[src/rtl/rc4_pkg.sv]
// Shared types and constants for the RC4 keystream/decrypt datapath.
// Imported by prga_decrypt.
package rc4_pkg;

  localparam int BYTE_W      = 8;
  localparam int MSG_LEN_DEF = 32;

  typedef enum logic [3:0] {
    IDLE,
    INC_I,
    RD_SI,
    CAP_SI,
    RD_SJ,
    CAP_SJ,
    WR_SI,
    WR_SJ,
    RD_F,
    WAIT_F,
    CAP_F,
    WR_OUT,
    NEXT,
    DONE
  } state_t;

endpackage

[src/rtl/prga_decrypt.sv]
// RC4 PRGA decrypt engine: walks S memory, XORs the keystream with
// the encrypted ROM and writes plaintext to the output RAM.
module prga_decrypt
  import rc4_pkg::*;
#(
  parameter int MSG_LEN = MSG_LEN_DEF,
  parameter bit SWAP_EN = 1'b1
) (
  input  logic              clk,
  input  logic              reset_n,
  input  logic              start,
  output logic              busy,
  output logic              done,
  output logic [BYTE_W-1:0] s_address,
  output logic [BYTE_W-1:0] s_data,
  output logic              s_wren,
  input  logic [BYTE_W-1:0] s_q,
  output logic [4:0]        rom_address,
  input  logic [BYTE_W-1:0] rom_q,
  output logic [4:0]        out_address,
  output logic [BYTE_W-1:0] out_data,
  output logic              out_wren
);

  localparam int KW = (MSG_LEN > 1) ? $clog2(MSG_LEN) : 1;
  localparam logic [KW-1:0] K_LAST = KW'(MSG_LEN - 1);

  state_t            r_state;
  logic [BYTE_W-1:0] r_i;
  logic [BYTE_W-1:0] r_j;
  logic [BYTE_W-1:0] r_si;
  logic [BYTE_W-1:0] r_sj;
  logic [BYTE_W-1:0] r_f;
  logic [BYTE_W-1:0] r_enc;
  logic [KW-1:0]     r_k;
  logic              r_hold;
  logic              r_busy;
  logic              r_done;
  logic [BYTE_W-1:0] r_s_address;
  logic [BYTE_W-1:0] r_s_data;
  logic              r_s_wren;
  logic [4:0]        r_rom_address;
  logic [4:0]        r_out_address;
  logic [BYTE_W-1:0] r_out_data;
  logic              r_out_wren;

  assign busy        = r_busy;
  assign done        = r_done;
  assign s_address   = r_s_address;
  assign s_data      = r_s_data;
  assign s_wren      = r_s_wren;
  assign rom_address = r_rom_address;
  assign out_address = r_out_address;
  assign out_data    = r_out_data;
  assign out_wren    = r_out_wren;

  always_ff @(posedge clk) begin
    if (!reset_n) begin
      r_state       <= IDLE;
      r_i           <= '0;
      r_j           <= '0;
      r_si          <= '0;
      r_sj          <= '0;
      r_f           <= '0;
      r_enc         <= '0;
      r_k           <= '0;
      r_hold        <= 1'b0;
      r_busy        <= 1'b0;
      r_done        <= 1'b0;
      r_s_address   <= '0;
      r_s_data      <= '0;
      r_s_wren      <= 1'b0;
      r_rom_address <= '0;
      r_out_address <= '0;
      r_out_data    <= '0;
      r_out_wren    <= 1'b0;
    end else begin
      unique case (r_state)
        IDLE, DONE: begin
          if (start) begin
            r_i     <= '0;
            r_j     <= '0;
            r_k     <= '0;
            r_hold  <= 1'b0;
            r_busy  <= 1'b1;
            r_done  <= 1'b0;
            r_state <= INC_I;
          end
        end
        INC_I: begin
          r_i         <= r_i + 8'd1;
          r_s_address <= r_i + 8'd1;
          r_state     <= RD_SI;
        end
        RD_SI: r_state <= CAP_SI;
        CAP_SI: begin
          r_si        <= s_q;
          r_j         <= r_j + s_q;
          r_s_address <= r_j + s_q;
          r_state     <= RD_SJ;
        end
        RD_SJ: r_state <= CAP_SJ;
        CAP_SJ: begin
          r_sj    <= s_q;
          r_state <= WR_SI;
        end
        // when i==j both writes hit one address; the second restores S[i]
        WR_SI: begin
          r_s_address <= r_i;
          r_s_data    <= r_sj;
          r_s_wren    <= SWAP_EN;
          r_state     <= WR_SJ;
        end
        WR_SJ: begin
          r_s_address <= r_j;
          r_s_data    <= r_si;
          r_s_wren    <= SWAP_EN;
          r_state     <= RD_F;
        end
        RD_F: begin
          r_s_wren      <= 1'b0;
          r_s_address   <= r_si + r_sj;
          r_rom_address <= 5'(r_k);
          r_state       <= WAIT_F;
        end
        WAIT_F: r_state <= CAP_F;
        CAP_F: begin
          r_f     <= s_q;
          r_enc   <= rom_q;
          r_state <= WR_OUT;
        end
        WR_OUT: begin
          r_out_address <= 5'(r_k);
          r_out_data    <= r_f ^ r_enc;
          r_out_wren    <= 1'b1;
          r_state       <= NEXT;
        end
        // NEXT lasts two cycles so every byte costs 13 cycles
        NEXT: begin
          r_out_wren <= 1'b0;
          if (!r_hold) begin
            r_hold <= 1'b1;
          end else begin
            r_hold <= 1'b0;
            if (r_k == K_LAST) begin
              r_busy  <= 1'b0;
              r_done  <= 1'b1;
              r_state <= DONE;
            end else begin
              r_k     <= r_k + 1'b1;
              r_state <= INC_I;
            end
          end
        end
        default: r_state <= IDLE;
      endcase
    end
  end

endmodule

[config.mk]
export PLATFORM = sky130hd
export DESIGN_NAME = prga_decrypt
export DESIGN_NICKNAME = d
export VERILOG_FILES = /design/src/rtl/rc4_pkg.sv /design/src/rtl/prga_decrypt.sv
export SDC_FILE = /design/constraint.sdc
export NUM_CORES = 1
export LEC_CHECK = 0
export CAP_MARGIN = 20
export CELL_PAD_IN_SITES_DETAIL_PLACEMENT = 2
export CELL_PAD_IN_SITES_GLOBAL_PLACEMENT = 2
export CORE_AREA = 2 2 122 124
export CTS_BUF_LIST = sky130_fd_sc_hd__clkbuf_8
export CTS_CLUSTER_SIZE = 24
export DETAILED_ROUTE_END_ITERATION = 16
export DIE_AREA = 0 0 124 126
export PLACE_DENSITY = 0.87
export SETUP_SLACK_MARGIN = 0.4
export SLEW_MARGIN = 20
export SYNTH_ARGS = -nofsm -noshare
export SYNTH_HDL_FRONTEND = slang
export SYNTH_SLANG_ARGS = --single-unit
export TNS_END_PERCENT = 30
[constraint.sdc]
create_clock -name clk -period 2.8 [get_ports clk]
set_input_delay 0.28 -clock clk [delete_from_list [all_inputs] [get_ports clk]]
set_output_delay 0.28 -clock clk [all_outputs]
set_load 0.01 [all_outputs]
== Word-level counts from Yosys, hierarchy flattened ==
Index checks and enable logic that the tools add are counted.
Storage, ports and cells
  logic and storage cells: 82
  register bits after elaboration: 96
  output and inout bits: 38
Cells by class
  bitwise operators: 1
  muxes and demuxes: 25
  add/subtract/negate cells: 4
  reductions and logical operators: 16
  eq/ne operators: 18
Operators by type and width (number)
  case mux 4 bit (13 select lines): 1
  case mux 8 bit (2 select lines): 3
  case mux 8 bit (5 select lines): 1
  equality test 4 bit, second input constant: 6
  adder 8 bit: 2
  equality test 4 x 3 -> 1 bit, second input constant: 4
  2-to-1 mux 5 bit: 3
  2-to-1 mux 4 bit: 3
  nonzero test 2 bit: 6
  case mux 1 bit (2 select lines): 5
  case mux 5 bit (2 select lines): 1
  adder 8 x 1 -> 8 bit, second input constant: 1
  equality test 4 x 2 -> 1 bit, second input constant: 2
  2-to-1 mux 8 bit: 1
  != test 2 bit, second input constant: 4
  AND reduction 2 bit: 4
  AND reduction 4 bit: 2
  bitwise XOR 8 bit: 1
  2-to-1 mux 1 bit: 7
  adder 5 x 1 -> 5 bit, second input constant: 1
  equality test 5 bit, second input constant: 1
  nonzero test 5 bit: 1
  equality test 4 x 1 -> 1 bit, second input constant: 1
  zero test 4 bit: 1
  OR reduction 2 bit: 2

== Logic depth before layout (Yosys ltp) ==
  depth after elaboration: 4
  gate-level depth with buffers: 9
  mapped depth without buffers: 9

== Worst setup path after synthesis ==
OpenSTA, ideal clock, no wires.
  kind: register to register
  start: register r_j[0]
  end: register r_s_address[6], in the netlist s_address[6]
  path buffers: 0
  required time: 2.678 ns
  arrival: 2.087 ns
  slack: 0.592 ns
  cell stages (with the launch flop): 10
  library setup time: 0.122 ns
  cell sequence: dfxtp_1 -> ha_1 -> inv_1 -> fa_1 -> nand2b_1 -> a21oi_1 -> mux2i_1 -> a311oi_1 -> o21ai_1 -> o311a_1
Between the ends
  word-level cells in the longest chain between the ends: 2
RTL lines
  start: declaration: RTL line prga_decrypt.sv:30  | logic [BYTE_W-1:0] r_j;
  start signal: assignment: RTL line prga_decrypt.sv:98  | r_j <= r_j + s_q;
  adder 8 bit: RTL line prga_decrypt.sv:99  | r_s_address <= r_j + s_q;
  case mux 8 bit (5 select lines): RTL line prga_decrypt.sv:78  | unique case (r_state)
  end signal: assignment: RTL line prga_decrypt.sv:92  | r_s_address <= r_i + 8'd1;
  end signal: assignment: RTL line prga_decrypt.sv:99
  end signal: assignment: RTL line prga_decrypt.sv:109  | r_s_address <= r_i;
  end: declaration: RTL line prga_decrypt.sv:39  | logic [BYTE_W-1:0] r_s_address;
Every way passes these cells.
A chain may end at the register's enable or synchronous reset.

== Worst setup path after layout ==
  start: input s_q[0]
  end: register r_s_address[6], in the netlist s_address[6]
Between the ends
  word-level cells in the longest chain between the ends: 2
RTL lines
  start: declaration: RTL line prga_decrypt.sv:17  | input logic [BYTE_W-1:0] s_q,
  adder 8 bit: RTL line prga_decrypt.sv:99
  case mux 8 bit (5 select lines): RTL line prga_decrypt.sv:78
Every way passes these cells.

==> impl_metrics.yaml <==
sta:
  setup_viol_count_final: 0
  max_clock_freq_ghz: 0.416
  timing.final.crit_period_ns: 2.40
  totalNegativeSetupSlack_ns: 0
  grt_setup_unrepaired: "yes"
  hold_worst_slack_ns: 0.435
  finalClockSkew_ns: 0.00885
  timing.max_slew.rel_slack: 0.526
  finalHoldViolCount: 0
  worst-slew-pin-transition_ns: 0.711
  finalMaxSlewViolations: 0
  layout_worst_path_cycle_share: 0.858
global_routing:
  grt_use_total: 0.228
  grt_max_degree: 36
  grt.overflow.total: 0
  grt_antenna_before_repair: 0
  global_route_wire_length_before_repair_mm: 27.2
  number_of_global_route_vias_before_repair: 5035
final_layout:
  post_layout_nonfiller_instances: 853
  antenna-diode-count: 0
  finalInstanceArea_um2: 5880
  drive_above_1_share: 0.0897
  layout.nets: 702
  syn2layout_area_growth_pct: 23.7
  fill_cell_instance_count_of_the_final_layout: 1676
clock_network:
  cts.path.max_buffers: 2
  htree_num_levels: 3
  clkTransAtPathRegs_ns: 0.10
  root_buffer: "clkbuf_8"
  tritoncts: "built"
  tritoncts_num_sinks: 96
  cts.repair_timing.setup_buffer_count: 0
  cts_made_buffers: 9
  clk_latency_ns: 0.40
routing:
  final_ant_viol_nets: 0
  detailroute.via_count: 4597
  detail_route.wirelength_mm: 17.0
  drc_errors: 0
  wire_per_inst_um: 19.9
  drtIter0Drc: 242
  avgViaCountPerCell: 5.39
  drt-pass1-iter-count: 4
placement:
  dpl_cell_area_um2: 5670
  routability_cong: 0.840
  post-dp-hpwl_mm: 12.7
  port_buffers: 56
  dp.cells: 837
yosys:
  post_synth.cell_area_avg_um2: 7.96
  synthArstFlopShare: 0
  yosys_warnings: 0
  synth.yosys.seq_area_share: 0.404
  synth-seq-cells: 96
  synth.area.top_cells: "dfxtp_1, nand2_1, a21oi_1"
  post-synth-top-area-cell: "dfxtp_1"
  synthDominantCellAreaShare: 0.404
  ys_types: 59
  number_of_flops_mapped_to_enable_cells_by_yosys: 0
  synth_fp_nets: 635
  synth_cells: 597
  syn-cell-area_um2: 4750
  primary_ff_master_synth: "dfxtp_1"
pwr:
  pwr-share-clk: 0.326
  seqPwrFrac: 0.489
  sw_frac_of_total: 0.314
  power.leakage_nw: 2.02
  vdd.ir_drop.worst_mv: 0.204
  power_density_nw_per_um2: 504
  combPwrFrac: 0.185
  cell_internal_pwr_w: 0.00203
  p_switching_w: 0.000929
setup_path:
  worst_setup_path_start_kind: "primary input"
  crit_required_ns: 3.08
  critical_path.endpoint_type: "register"
  crit_type: "in -> reg"
  critical_path_peak_fanout: 2
  cp_data_arrival_time_ns: 2.69
floorplan:
  ios: 57
  initial_utilization: 0.332
  die-area_um2: 15600
  die_y_um: 126
  placementRows: 44
  die_width_um: 124
  placeableCoreArea_um2: 14300
job:
  cap_violations: 0
worst_hold_path:
  class_of_the_most_critical_hold_timing_path: "in -> reg"
run_status:
  run_status: "complete, no violations"
[per-stage QoR]
step	setup slack, ns	util	total power (W)
6_report	0.397	0.411	0.00296
5_1_grt	0.277	0.411	0.00309
3_3_place_gp	0.00848	0.396	0.00199
4_1_cts	0.362	0.410	0.00298
3_5_place_dp	-0.110	0.396	0.00201
2_1_floorplan	0.592	-	0.00179
[kinds of logic after synthesis]
group / Yosys count / share of synthesized area
AND/OR/NAND/NOR: 234 / 0.214
AO/OA/AOI/OAI: 163 / 0.210
flip-flops: 96 / 0.404
buffers and inverters: 45 / 0.0392
XOR/XNOR: 23 / 0.0424
adder cells (fa/ha/maj): 19 / 0.0532
multiplexers: 17 / 0.0366
[power groups by stage]
stage          logic [W]  clock network (W)  registers (W)
3_3_place_gp    0.000512                  0        0.00148
2_1_floorplan   0.000325                  0        0.00146
4_1_cts         0.000545           0.000985        0.00145
6_report        0.000548           0.000966        0.00145
5_1_grt         0.000593            0.00105        0.00145
3_5_place_dp    0.000533                  0        0.00148
[layer usage]
| layer | wire length, um | global-route usage |
|---|---|---|
| met1 | 7490 | 0.285 |
| met5 | 0 | 0 |
| met4 | 421 | 0.0833 |
| met2 | 8530 | 0.394 |
| met3 | 550 | 0.0322 |
[flip-flops by register name, summed over array words and instances, names as in the netlist, 5 cells and up]
register,flops
out_address,5
out_data,8
r_enc,8
r_f,8
r_i,8
r_j,8
r_k,5
r_si,8
r_sj,8
rom_address,5
s_address,8
s_data,8
[cells in the mapped netlist, drive strengths merged, types with 2 or more instances]
library cell  number
mux2i             14
o21bai             4
a2111oi            2
nor2              60
o31a               2
clkbuf            17
a211oi            20
nand2b             7
nand3b             2
nand2            116
inv               14
nor2b              4
mux2               3
o21a               3
dfxtp             96
nor4               2
nor3b              2
nand3             16
fa                 2
xnor2             17
a221oi             2
and3               8
a21o               3
a21oi             76
buf               13
xor2               6
o211ai             4
o22ai              5
nor3              10
a22oi              2
o32a               2
a31oi              6
o21ai             21
ha                17
or2                2
[worst max-delay path, cell delays in order]
cell	delay, ns
clkdlybuf4s50_1	0.52
ha_1	0.19
inv_1	0.06
fa_1	0.37
nand2b_1	0.17
a21oi_1	0.20
mux2i_1	0.12
a311oi_2	0.30
o21ai_1	0.11
o311a_1	0.36
[cells in the final DEF, fill, tap and decap left out, drive strengths merged, types with 5 or more instances in the layout]
| cell | count |
|---|---|
| nor2 | 60 |
| nor3 | 10 |
| ha | 17 |
| a31oi | 6 |
| xor2 | 6 |
| a211oi | 20 |
| xnor2 | 17 |
| a21oi | 76 |
| buf | 30 |
| mux2i | 14 |
| nand2b | 7 |
| clkdlybuf4s50 | 56 |
| nand2 | 116 |
| dfxtp | 96 |
| o22ai | 5 |
| inv | 18 |
| clkbuf | 9 |
| nand3 | 16 |
| and3 | 8 |
| o21ai | 21 |
[path summary, 6_finish.rpt]
kind                                                    end                         from  depth (start not counted)  slack (ns)
worst max-delay path              s_address[6]$_SDFFE_PN0P_                       s_q[0]                         10        0.40
worst min-delay path                  r_enc[6]$_SDFFE_PN0P_                     rom_q[6]                          3        0.43
worst max register to register    s_address[6]$_SDFFE_PN0P_          r_j[0]$_SDFFE_PN0P_                          9        0.43
worst min register to register  rom_address[3]$_SDFFE_PN0P_  rom_address[3]$_SDFFE_PN0P_                          2        0.47
[layout make-up]
type                       count  area [um^2]  area share
sequential                    96         1920       0.327
inverter                      15         56.3     0.00958
tap                          184          230      0.0392
multi-input combinational    456         2660       0.453
clock buffer                   9          124      0.0211
clock inverter                 7         71.3      0.0121
timing repair buffer          86          811       0.138
[what timing repair did]
action / CTS / global route
hold buffers: 0 / 0
endpoints found under the setup margin: 2 / 3
gates resized for setup: 2 / 2
Note: power is estimated with default switching activity, not from simulation.
